<file path="src/rtl/ucode_sequencer.sv">
// Table-driven control sequencer: steps a writable microprogram one entry per
// clock from entry 0, branching on a selected condition bit until a halt entry.
module ucode_sequencer #(
    parameter int  NSTATES    = 4,
    parameter int  CTRL_W     = 2,
    parameter int  COND_W     = 2,
    parameter int  MAX_CYCLES = 255,
    localparam int SW         = $clog2(NSTATES),
    localparam int CSW        = $clog2(COND_W),
    localparam int ENTRY_W    = 1 + 2*SW + CSW + CTRL_W
) (
    input  logic               clk,
    input  logic               rst,
    input  logic               start,
    input  logic [COND_W-1:0]  cond_in,
    input  logic               prog_we,
    input  logic [SW-1:0]      prog_addr,
    input  logic [ENTRY_W-1:0] prog_data,
    output logic [CTRL_W-1:0]  ctrl_out,
    output logic [SW-1:0]      state_out,
    output logic               busy,
    output logic               done,
    output logic               timeout,
    output logic               prog_err
);

    localparam int               CNT_W    = $clog2(MAX_CYCLES + 1);
    localparam logic [CNT_W-1:0] CNT_LAST = CNT_W'(MAX_CYCLES - 1);

    typedef enum logic {S_IDLE, S_RUN} fsm_t;

    fsm_t               fsm_q;
    logic [ENTRY_W-1:0] mem_q [NSTATES];
    logic [SW-1:0]      state_q;
    logic [CNT_W-1:0]   cnt_q;
    logic               busy_q;
    logic               done_q;
    logic               timeout_q;
    logic               prog_err_q;

    logic [ENTRY_W-1:0] cur;
    logic               cur_cont;
    logic [SW-1:0]      cur_next1;
    logic [SW-1:0]      cur_next0;
    logic [CSW-1:0]     cur_sel;
    logic [CTRL_W-1:0]  cur_ctrl;
    logic               cur_c;

    // Selectors beyond the implemented condition inputs read as 0.
    function automatic logic pick_cond(input logic [COND_W-1:0] bits,
                                       input logic [CSW-1:0]    sel);
        logic c;
        c = 1'b0;
        for (int i = 0; i < COND_W; i++) begin
            if (sel == CSW'(i)) c = bits[i];
        end
        return c;
    endfunction

    assign cur       = mem_q[state_q];
    assign cur_cont  = cur[ENTRY_W-1];
    assign cur_next1 = cur[CTRL_W+CSW+SW +: SW];
    assign cur_next0 = cur[CTRL_W+CSW +: SW];
    assign cur_sel   = cur[CTRL_W +: CSW];
    assign cur_ctrl  = cur[CTRL_W-1:0];
    assign cur_c     = pick_cond(cond_in, cur_sel);

    assign ctrl_out  = busy_q ? cur_ctrl : '0;
    assign state_out = state_q;
    assign busy      = busy_q;
    assign done      = done_q;
    assign timeout   = timeout_q;
    assign prog_err  = prog_err_q;

    always_ff @(posedge clk) begin
        if (rst) begin
            for (int i = 0; i < NSTATES; i++) mem_q[i] <= '0;
            fsm_q      <= S_IDLE;
            state_q    <= '0;
            cnt_q      <= '0;
            busy_q     <= 1'b0;
            done_q     <= 1'b0;
            timeout_q  <= 1'b0;
            prog_err_q <= 1'b0;
        end else begin
            done_q     <= 1'b0;
            prog_err_q <= 1'b0;

            if (prog_we) begin
                if (busy_q) prog_err_q <= 1'b1;
                else        mem_q[prog_addr] <= prog_data;
            end

            case (fsm_q)
                S_IDLE: begin
                    if (start) begin
                        fsm_q     <= S_RUN;
                        busy_q    <= 1'b1;
                        state_q   <= '0;
                        cnt_q     <= '0;
                        timeout_q <= 1'b0;
                    end
                end
                S_RUN: begin
                    // Halt wins over the watchdog; the watchdog fires on the
                    // step whose count would bring the counter to MAX_CYCLES.
                    if (!cur_cont) begin
                        fsm_q     <= S_IDLE;
                        busy_q    <= 1'b0;
                        state_q   <= '0;
                        done_q    <= 1'b1;
                        timeout_q <= 1'b0;
                    end else if (cnt_q == CNT_LAST) begin
                        fsm_q     <= S_IDLE;
                        busy_q    <= 1'b0;
                        state_q   <= '0;
                        done_q    <= 1'b1;
                        timeout_q <= 1'b1;
                    end else begin
                        state_q <= cur_c ? cur_next1 : cur_next0;
                        cnt_q   <= cnt_q + CNT_W'(1);
                    end
                end
                default: fsm_q <= S_IDLE;
            endcase
        end
    end

endmodule
</file>
<file path="config.mk">
export PLATFORM = sky130hd
export DESIGN_NAME = ucode_sequencer
export DESIGN_NICKNAME = d
export VERILOG_FILES = /design/src/rtl/ucode_sequencer.sv
export SDC_FILE = /design/constraint.sdc
export NUM_CORES = 1
export LEC_CHECK = 0
export CAP_MARGIN = 20
export CORE_MARGIN = 2
export CORE_UTILIZATION = 47
export CTS_CLUSTER_SIZE = 30
export DETAILED_ROUTE_END_ITERATION = 7
export GPL_TIMING_DRIVEN = 0
export MAX_ROUTING_LAYER = met4
export PLACE_DENSITY = 0.68
export SYNTH_ARGS = -nofsm -noshare
export SYNTH_HDL_FRONTEND = slang
export SYNTH_SLANG_ARGS = --single-unit
</file>
<file path="constraint.sdc">
create_clock -name clk -period 1.9 [get_ports clk]
set_input_delay 0.19 -clock clk [delete_from_list [all_inputs] [get_ports clk]]
set_output_delay 0.19 -clock clk [all_outputs]
set_load 0.1 [all_outputs]
</file>
==> flow_metrics.tcl, run 1 <==
set metrics [dict create \
    synth_edf_count 32 \
    drive_gt1_share_pct 17.6 \
    post_dp_cell_area_sq_um 2510 \
    start_util_pct 48.0 \
    chipHeight_microns 72.7 \
    path_max_fanout 5 \
    avgSynthCellArea_sq_um 13.2 \
    p_per_area_nw_per_um2 798 \
    track_usage_pct 18.0 \
    die_w_microns 72.7 \
    ys_types 39 \
    routed_wl_mm 4.20 \
    core-area_sq_um 4630 \
    ctsHtreeMaxLevel 2 \
    grt_max_degree 16 \
    leakage_nw 1.01 \
    syn_nets 186 \
    syn_to_final_growth_pct 19.7 \
    grt-ovfl-total 0 \
    layoutNonFillerInstCount 253 \
    start_kind "register" \
    clk_path_buf_depth 2 \
    power_mw 2.12 \
    max_cap_viol_count 0 \
    cts_buffers 5 \
    setup_violations 0 \
    place_inst 244 \
    maxSlewViolCount 0 \
    core.rowCount 25 \
    grt_pass1_wl_mm 6.90 \
    final_nets 216 \
    hp-class "primary input to register" \
    arrival_ns 1.67 \
    status "finished clean" \
    cp-end-kind "output port" \
    ant_nets 0 \
    synthTopCellsByCount "and2_1 (34), edfxtp_1 (32), dfxtp_1 (17)" \
    syn_area_sq_um 2220 \
    relSlewSlack_pct 35.6 \
    clock_latency_ns 0.30 \
    tns_ns 0 \
    final_area_sq_um 2660 \
    yosysSeqAreaShare_pct 58.6 \
    ir_worst_vdd_mv 0.459 \
    first_iter_violations 51 \
    drtPass1Iterations 4 \
    yosysTopAreaCell "edfxtp_1" \
    fmax_ghz 0.538 \
    synth_top_area_share_pct 43.3 \
    rsz0062_at_grt "no" \
    cts_tree "yes" \
    period_needed_ns 1.86 \
    final_util_pct 57.4 \
    synth_area_leaders "edfxtp_1 (43%), dfxtp_1 (15%), and2_1 (9.6%)" \
    hpwl_mm 2.94 \
    synthFlopType "edfxtp_1" \
    port_buffers 22 \
    fp.dieArea_sq_um 5290 \
    yosysMostFrequentCell "and2_1" \
    cts-root-buf "clkbuf_8" \
    path_clk_slew_ns 0.09 \
    async_flop_share_pct 0 \
    antenna_found_initial 0 \
    wl_per_cell_microns 16.6 \
    yosys_warnings 0 \
    globalplace.congestion 0.873 \
    worstSetupPathType "register to output port" \
    n_antenna_cell 0 \
    syn-instance-count 168 \
    hold_violations 0 \
    cts_sinks 49 \
    vias 1391 \
    tightest_slew_ns 0.969 \
    via_per_inst 5.50 \
    fin_crit_sh_pct 97.8 \
    boundaryPins 24 \
    grt_pass1_vias 1429 \
    synth_seq_cells 49 \
    drc 0 \
    required_ns 1.71 \
    finalClockSkew_ns 0.00996 \
]
-- cell usage in the layout, fill, tap and decap left out, types with 2 or more instances in the layout --
cell / synthesis / routed
and2_1: 34 / 34
edfxtp_1: 32 / 32
dfxtp_1: 17 / 14
clkdlybuf4s50_1: 0 / 14
nand2_1: 8 / 8
mux4_1: 6 / 6
nand3_1: 6 / 6
a21oi_1: 6 / 6
clkbuf_8: 0 / 6
dlygate4sd2_1: 0 / 6
nor2_1: 5 / 5
buf_6: 2 / 4
buf_4: 1 / 4
or3_1: 4 / 4
o21ai_0: 4 / 4
inv_1: 3 / 3
nand2b_1: 3 / 3
dfxtp_2: 0 / 3
clkbuf_2: 1 / 2
clkbuf_1: 5 / 2
or2_2: 3 / 2
mux4_2: 2 / 2
mux2i_1: 2 / 2
nor3_1: 2 / 2
o31ai_2: 0 / 2
ha_1: 2 / 2
-- layout make-up --
class | instances | area [sq um]
Clock inverter | 1 | 7.51
Fill cell | 380 | 1970
Buffer | 7 | 47.5
Timing Repair Buffer | 25 | 238
Sequential cell | 49 | 1310
Tap cell | 54 | 67.6
Inverter | 3 | 11.3
Multi-Input combinational cell | 107 | 875
Clock buffer | 7 | 108
-- routing by layer --
metal / share of wire (%) / track usage, %
met5: 0 / -
met4: 0.90 / 5.97
met3: 2.3 / 2.90
met2: 55 / 31.1
met1: 42 / 21.3
-- critical path: stages, from the launching register on --
cell and delay [ns]:
dfxtp_2 0.34, buf_6 0.12, mux4_1 0.55, and2_1 0.18
buf_6 0.18
-- logic make-up (layout without fill, tap and decap cells) --
logic type	count (synthesis)	count (layout)	synth area share [%]
compound gates	20	20	6.37
buf+inv	12	43	2.93
xor+xnor	1	1	0.394
flops	49	49	58.6
fa+ha+maj	2	2	1.13
simple gates	72	72	19.0
mux	12	12	11.5
-- stage by stage --
| step | setup slack (ns) | hold WS [ns] |
|---|---|---|
| after floorplan | 0.0229 | 0.313 |
| after global placement | -0.674 | 0.456 |
| after detailed placement | -0.733 | 0.463 |
| after CTS | 0.00126 | 0.416 |
| after global routing | 0.00166 | 0.513 |
| final | 0.0426 | 0.443 |
-- where the power goes --
group	internal, mW	total (mW)	switching, mW
combinational	0.0837	0.213	0.129
sequential	1.18	1.19	0.0126
clock	0.375	0.718	0.342
-- path summary, 6_finish.rpt --
path,start,endpoint,slack (ns),cells past startpoint
worst max-delay path,register,ctrl_out[1],0.04,4
worst min-delay path,rst,cnt_q[7],0.44,3
worst min register to register,busy,prog_err,0.47,2
worst max register to register,register,register,0.08,6
-- sequential cells by signal, summed over array words and instances, names as in the netlist, named ones only --
register	flops
timeout	1
busy	1
fsm_q	1
prog_err	1
state_out	2
cnt_q	8
mem_q	32
done	1
-- what timing repair did --
action | CTS | global route
hold buffers | 0 | 0
hold endpoints to repair | 0 | 0
buffers inserted | 3 | 0
resized for setup | 24 | 5
endpoints found under the setup margin | 35 | 23
pin swaps | 0 | 0
(Power assumes the default switching activity.)
==> run 2: changes to the inputs <==
Settings changed: CORE_UTILIZATION 47 to 53, PLACE_DENSITY 0.68 to 0.76.
==> run 2 against run 1 <==
- count of clock-buffer cells in the layout is the same
- critical path depth is the same
- clock power shrank 19%
- die area shrank 11%
- final cell count is the same
- setup slack gained 0.0095 ns
- worst hold slack gained 0.0027 ns
- total power shrank 6.3%
- combinational power grew 2%
- sequential power is essentially flat
- maximum frequency grew 0.52%
- wire length shrank 1.4%
- critical endpoint is now ctrl_out[0]
- highest routed layer unchanged
==> flow_metrics.tcl, run 2 (same netlist as run 1, synthesis figures left out) <==
set metrics [dict create \
    cp_slowest_cell "mux4_1" \
    place_inst 240 \
    final-seq-area_sq_um 1310 \
    max_cap_viol_count 0 \
    start_util_pct 55.1 \
    hpwl_mm 2.91 \
    drc 0 \
    arrival_ns 1.66 \
    worstSetupPathType "register to output port" \
    holdWs_ns 0.445 \
    fp.dieArea_sq_um 4720 \
    post_dp_cell_area_sq_um 2500 \
    track_usage_pct 20.7 \
    drive_gt1_share_pct 17.7 \
    crit_chain "buf_6 -> mux4_1 -> and2_1 -> buf_6" \
    clk_path_buf_depth 2 \
    final_nets 220 \
    grt_max_degree 15 \
    vias 1411 \
    rr_endpoint "cnt_q[1]" \
    fin_crit_sh_pct 97.3 \
    cts_sinks 49 \
    layout_common_cells "and2_1 (34), edfxtp_1 (32), dfxtp_1 (14), clkdlybuf4s50_1 (14), nand2_1 (8)" \
    chipHeight_microns 68.7 \
    rsz0062_at_grt "yes" \
    boundaryPins 24 \
    antenna_found_initial 0 \
    status "finished clean" \
    routed_wl_mm 4.14 \
    via_per_inst 5.58 \
    cts_tree "yes" \
    setup_violations 0 \
    syn_to_final_growth_pct 19.8 \
    period_needed_ns 1.85 \
    clock_latency_ns 0.29 \
    n_fill_cell 309 \
    holdPathEnd "cnt_q[7]" \
    cpLargestDelayFamily "multiplexers" \
    port_buffers 22 \
    rrSetupSlack_ns 0.07 \
    required_ns 1.71 \
    hold_buffers 0 \
    grt_pass1_wl_mm 6.56 \
    final_common_cell "and2_1" \
    multi_input_area_sq_um 882 \
    ant_nets 0 \
    start_kind "register" \
    die_w_microns 68.7 \
    hold_violations 0 \
    cts_buffers 5 \
    tightest_slew_ns 0.966 \
    layoutNonFillerInstCount 253 \
    grt_pass1_vias 1395 \
    whs_path_depth 3 \
    cp-end-kind "output port" \
    leakage_nw 1.01 \
    grt-ovfl-total 0 \
    path_buf_inv 2 \
    path_clk_slew_ns 0.08 \
    crit_path_max_incr_delay_ns 0.55 \
    wl_per_cell_microns 16.4 \
    final_area_sq_um 2660 \
    ir_worst_vdd_mv 0.444 \
    fmax_ghz 0.541 \
    hp-class "primary input to register" \
    maxSlewViolCount 0 \
    path_max_fanout 5 \
    finalClockSkew_ns 0.00255 \
    core.rowCount 23 \
    regMostFlops "mem_q" \
    relSlewSlack_pct 35.9 \
    largest_reg_flops 32 \
    cts-root-buf "clkbuf_8" \
    core-area_sq_um 4030 \
    n_antenna_cell 0 \
    globalplace.congestion 0.707 \
    r2r_cells 7 \
    cp_common_cell "buf_6" \
    hold_start "rst" \
    first_iter_violations 65 \
    drtPass1Iterations 4 \
    ctsHtreeMaxLevel 2 \
    p_per_area_nw_per_um2 747 \
]
run 2: cell types whose count changed in the layout (fill, tap and decap cells not counted), moves of 2 or more:
cell,delta
buf_4,+2
clkbuf_1,+2
o31ai_1,+2
o31ai_2,-2
run 2: worst max path at each step:
stage / start / end / cells past startpoint
final: register / ctrl_out[0] / 4
after detailed placement: prog_we / mem_q[0][1] / 5
after global routing: register / cnt_q[1] / 7
after floorplan: busy / mem_q[1][0] / 5
after global placement: prog_we / mem_q[0][2] / 5
after CTS: register / cnt_q[1] / 7
run 2: power breakdown:
group / internal, mW / total [mW] / switching (mW)
Clock: 0.261 / 0.581 / 0.320
Combinational: 0.0867 / 0.217 / 0.130
Sequential: 1.18 / 1.19 / 0.0121
run 2: final cells by class:
cell class / instances / share of cell area [%]
sequential: 49 / 49.0
inverter: 3 / 0.423
clock buffer: 7 / 2.87
multi-input combinational: 107 / 33.1
timing repair buffer: 29 / 10.1
buffer: 7 / 1.79
clock inverter: 1 / 0.282
tap: 50 / 2.35
run 2: tightest hold or removal path, stage by stage:
cell and delay [ns]:
clkbuf_1 0.29, or3_1 0.17, o41ai_1 0.05
run 2: per-layer routing:
metal | GRT usage, % | part of all wire (%) | up-vias | wire length (microns)
li1 | - | - | 686 | -
met3 | 4.55 | 3.6 | 8 | 149
met2 | 36.8 | 54 | 32 | 2220
met1 | 22.4 | 41 | 685 | 1700
met5 | - | 0 | - | 0
met4 | 8.33 | 1.8 | 0 | 76
run 2: timing repair:
item | CTS | global route
pin swaps | 1 | 1
setup endpoints to repair | 32 | 16
gates resized for setup | 23 | 8
cloned | 0 | 1
buffers inserted | 3 | 3
run 2: through the flow:
stage	setup TNS [ns]	util [%]	worst slack [ns]	power [mW]
final	0	66.1	0.0521	1.99
after global routing	0	66.1	0.00459	2.07
after CTS	-0.00141	64.8	-0.00141	2.00
after detailed placement	-18.68	62.2	-0.763	1.43
after global placement	-15.42	62.2	-0.653	1.42
after floorplan	0	-	0.0229	1.35
==> variant 1: new RTL, config.mk and constraints of run 2 <==
Put a register stage on the output `ctrl_out`, with the module's reset. The value now appears one clock later. The other outputs are not delayed to match.
--- a/src/rtl/ucode_sequencer.sv
+++ b/src/rtl/ucode_sequencer.sv
@@ -65,7 +65,13 @@
     assign cur_ctrl  = cur[CTRL_W-1:0];
     assign cur_c     = pick_cond(cond_in, cur_sel);
 
-    assign ctrl_out  = busy_q ? cur_ctrl : '0;
+    always_ff @(posedge clk) begin
+        if (rst) begin
+            ctrl_out <= '0;
+        end else begin
+            ctrl_out <= busy_q ? cur_ctrl : '0;
+        end
+    end
     assign state_out = state_q;
     assign busy      = busy_q;
     assign done      = done_q;
Behaviour: not the same (a bounded check fails within 4 cycles, from zero or initial values and one cycle with rst high).
==> variant 1 against run 2 <==
Synthesized cell count increased by 5.4%. Final cell count rose by 3.2%. Worst setup slack improved by 0.049 ns. Power grew 7.4%. Sequential cell count is 2 higher. Sequential share of layout area rose by 0.32 points. Clock skew is 0.0035 ns higher. Global-route usage decreased by 0.36 points. Critical path depth up 1. Routed wire length rose by 6.7%. Synthesized area grew 3.1%. Cell area grew 2.2%. Non-clock buffer count is 3 lower. Critical path type is now in2reg.
==> variant 1: results (changes against run 2) <==
Via Count = 1517 (+7.5%)
Overall routing resource usage = 0.203 (-0.00356)
Worst setup path startpoint = rst
Synth top cells by count = edfxtp_1 (32), and2_1 (25), dfxtp_1 (19)
Initial antenna violation count = 0 (unchanged)
Clock Root Buffer = clkbuf_8
Layout Cells excl Fill = 261 (+3.2%)
Total negative slack = 0 ns (unchanged)
Post-Synthesis Cells = 177 (+5.4%)
Crit Path Max Fanout = 8 (+3)
Clock power share = 0.314 (+0.022)
Status = completed
Post-CTS Setup Bufs = 1 (-2)
Post-Place Setup Slack = -0.868 ns (-0.105 ns)
Drt initial violations = 110 (+69%)
CTS clk-pin slew, worst paths = 0.09 ns
Clk Latency, worst-skew pair = 0.30 ns
Layout cell share with drive strength beyond 1 = 0.118 (-0.0589)
Comb group = 227 uW (+5%)
Number of global-route vias before repair = 1616 (+16%)
Post-DP Area = 2580 um2 (+3.1%)
Max-slew headroom = 0.358 (-0.000842)
EDFF count, synth = 32 (unchanged)
RePlAce Congestion = 0.760 (+7.5%)
GRT overflow = 0 (unchanged)
WP data required = 1.89 ns (+0.18 ns)
Dpl cells = 250 (+4.2%)
Post-cts sizing count = 12 (-48%)
Top post-synthesis cells by area = edfxtp_1 (42%), dfxtp_1 (17%), mux4_1 (6.9%)
Dpl hpwl = 3.04 mm (+4.5%)
Largest net degree at the start of global routing = 15 (unchanged)
Ys async rst share = 0 (unchanged)
Wire per inst = 16.9 um (+3.4%)
First-pass GRT wire length = 7.40 mm (+13%)
Port bufs = 23 (+4.5%)
Layout Skew = 0.00602 ns (+0.00348 ns)
Initial DRT Pass Iterations = 4 (unchanged)
Synth warn = 0 (unchanged)
Pleak = 0.00108 uW (+7.5%)
Post-synthesis sequential area ratio = 0.586 (about the same)
Worst min path class = reg2reg
Hold wc startpoint = cnt_q[5]
N_diodes = 0 (unchanged)
Longest Clk Path Bufs = 2 (unchanged)
Final #Nets = 228 (+3.6%)
H-tree Lvls = 2 (unchanged)
Worst vdd ir = 0.522 mV (+17%)
Int Pwr = 1650 uW (+8.0%)
Comb pwr share = 0.106 (-0.003)
Count of unique library cells instantiated by Yosys = 35 (-10%)
Num CTS Buffers = 5 (unchanged)
Biggest regs = mem_q: 32 flops, cnt_q: 8 flops
Net Count, Synth = 195 (+4.8%)
[variant 1: changes by cell type after synthesis, moves of 2 or more]
cell | before | now
a211oi_1 | 0 | 2
and2_1 | 34 | 25
and3_1 | 0 | 13
and3b_1 | 2 | 0
dfxtp_1 | 17 | 19
inv_1 | 3 | 5
mux2i_1 | 2 | 7
nand2_1 | 8 | 13
nand3_1 | 6 | 8
nor2_1 | 5 | 1
o21ai_0 | 4 | 2
o31ai_1 | 2 | 0
o31ai_2 | 0 | 2
[variant 1: critical path: stages]
cell             delay (ns)
clkdlybuf4s50_1        0.52
inv_1                  0.24
and2_1                 0.22
nor3b_4                0.30
or2_2                  0.31
[variant 1: final cells by class]
class / count / area [um2]
flip-flops and latches: 51 / 1340
clock buffers: 8 / 101
well taps: 50 / 62.6
fillers: 307 / 1370
inverters: 5 / 18.8
repair buffers: 26 / 243
plain buffers: 7 / 35.0
multi-input cells: 114 / 917
[variant 1: path summary, 6_finish.rpt]
kind                                     end  slack, ns  cells past startpoint
worst min-delay path                cnt_q[5]       0.48                      2
worst max register to register  state_out[1]       0.18                      5
worst max-delay path             mem_q[1][0]       0.10                      5
worst min register to register      cnt_q[5]       0.48                      2
[variant 1: logic make-up after synthesis]
family / synth area share
buffers and inverters: 0.0235
AND/OR/NAND/NOR: 0.187
AO/OA/AOI/OAI: 0.0634
flip-flops: 0.586
multiplexers: 0.129
adder cells (fa/ha/maj): 0.0109
[variant 1: metal layers]
metal | routed length (um) | global-route usage | vias to the layer above | share of wire
li1 | - | - | 728 | -
met1 | 1810 | 0.228 | 739 | 0.41
met2 | 2300 | 0.350 | 40 | 0.52
met3 | 204 | 0.0480 | 10 | 0.046
met4 | 94 | 0.0812 | 0 | 0.021
met5 | 0 | - | - | 0
==> variant 2: new RTL, config.mk and constraints of run 2 <==
Without the edit above. Change the parameter `NSTATES` from 4 to 8.
--- a/src/rtl/ucode_sequencer.sv
+++ b/src/rtl/ucode_sequencer.sv
@@ -1,7 +1,7 @@
 // Table-driven control sequencer: steps a writable microprogram one entry per
 // clock from entry 0, branching on a selected condition bit until a halt entry.
 module ucode_sequencer #(
-    parameter int  NSTATES    = 4,
+    parameter int  NSTATES    = 8,
     parameter int  CTRL_W     = 2,
     parameter int  COND_W     = 2,
     parameter int  MAX_CYCLES = 255,
Ports: changed (resized prog_addr, prog_data and state_out); port bits go from 24 to 28. The function was not compared with the original's and may differ.
==> variant 2 against run 2 <==
First-iteration DRC count up 120%. The run now ends with negative setup slack left. Routed wire length up 140%. Highest routed layer unchanged. Cell area up 100%. Fmax down 14%. Final cell count increased by 95%. Sequential cell count increased by 50. Worst setup slack worse by 0.29 ns. Synthesized area is 110% higher. Synthesized cell count rose by 95%. Count of clock-buffer cells in the layout up 2. Power is 110% higher. Global-route usage rose by 2.0 points.
==> variant 2: results (changes against run 2) <==
Slowest-stage cell, CP = mux4_2
CTS clk-pin slew, worst paths = 0.10 ns (+0.02 ns)
Total wire length = 10.1 mm (+140%)
Dpl cells = 462 (+93%)
Port bufs = 26 (+18%)
Synthesized area per cell = 13.9 um2 (+5.2%)
Failing checks = negative setup slack
Final #Nets = 404 (+84%)
Layout Cells excl Fill = 493 (+95%)
Pleak = 0.00200 uW (+98%)
Grt met1 use = 0.281 (+0.0573)
Metal-1 WL = 4.19 mm (+150%)
Post-DP Area = 5010 um2 (+100%)
Clk Latency, worst-skew pair = 0.38 ns (+0.09 ns)
Via Count = 2824 (+100%)
Final Hold Violating Endpoints = 0 (unchanged)
Top post-synthesis cells by area = edfxtp_1 (53%), and2_1 (11%), dfxtp_1 (8.3%)
Grt met2 use = 0.369 (+0.000801)
Total negative slack = -1.59 ns (-1.59 ns)
Num CTS Buffers = 9 (+4)
Met3 Use GR = 0.0491 (+0.00368)
Status = finished with violations
Worst EP arrival = 2.45 ns (+0.79 ns)
Met3 Routed Length = 575 um (+290%)
Dpl hpwl = 6.38 mm (+120%)
Post-Place Setup Slack = -0.916 ns (-0.153 ns)
Final worst setup slack = -0.239 ns (-0.291 ns)
Count of unique library cells instantiated by Yosys = 42 (+7.7%)
H-tree Lvls = 3 (+1)
Max FFs per register = 80 (+150%)
Longest Clk Path Bufs = 2 (unchanged)
Drt initial violations = 143 (+120%)
Synth warn = 0 (unchanged)
Number of global-route vias before repair = 2832 (+100%)
Met2 Routed Length = 5.09 mm (+130%)
RePlAce Congestion = 0.820 (+16%)
Crit Path Max Fanout = 6 (+1)
Worst vdd ir = 0.539 mV (+21%)
Largest net degree at the start of global routing = 20 (+5)
EDFF count, synth = 80 (+150%)
Synth top cells by count = and2_1 (83), edfxtp_1 (80), mux2i_1 (21)
Max-slew headroom = 0.350 (-0.00858)
Layout cell share with drive strength beyond 1 = 0.222 (+0.0443)
Setup violations, final = 8 (+8)
NetSw = 1060 uW (+130%)
## variant 2: cell types whose count changed after synthesis, sizes merged, moves of 4 or more
| cell | delta |
|---|---|
| and2 | +49 |
| edfxtp | +48 |
| mux2i | +20 |
| o21ai | +9 |
| a22oi | +7 |
| nor2 | +6 |
| buf | +5 |
| mux4 | +5 |
| or4 | +4 |
## variant 2: final timing paths
| kind | start | to | slack [ns] | depth (start not counted) |
|---|---|---|---|---|
| min | rst | busy | 0.04 | 2 |
| max reg2reg | register | state_out[2] | -0.24 | 6 |
| min reg2reg | cnt_q[7] | cnt_q[7] | 0.49 | 2 |
| max | register | state_out[2] | -0.24 | 6 |
## variant 2: cell families after synthesis
| group | Yosys count | share of synthesized area |
|---|---|---|
| buffers and inverters | 18 | 0.0241 |
| DFF | 99 | 0.610 |
| AOI/OAI and AO/OA | 39 | 0.0576 |
| adders and majority gates | 2 | 0.00549 |
| muxes | 36 | 0.123 |
| and+or+nand+nor | 134 | 0.179 |
## variant 2: worst reg2reg max path, stage by stage (launching register included)
cell	delay, ns
dfxtp_2	0.35
buf_12	0.12
mux4_2	0.54
mux2i_4	0.20
mux2i_4	0.37
mux2i_2	0.30
a32o_2	0.21
## variant 2: power by group through the flow
stage	registers [uW]	logic [uW]	clock network (uW)
global placement	2490	327	0
floorplan	2510	174	0
CTS	2440	364	1330
detailed placement	2490	341	0
finish	2440	375	1320
global route	2450	398	1410
## variant 2: area by class of cell
type,count,area (um2)
buffer,10,108
clock buffer,9,124
clock inverter,7,70.1
fill,612,2810
inverter,5,18.8
multi-input combinational,211,1760
sequential,99,2790
tap,105,131
timing repair buffer,47,444
## variant 2: what timing repair did
action,CTS,global route
buffers inserted,5,13
resized for setup,46,11
endpoints found under the setup margin,86,86
hold endpoints to repair,0,0
pin swaps,2,1
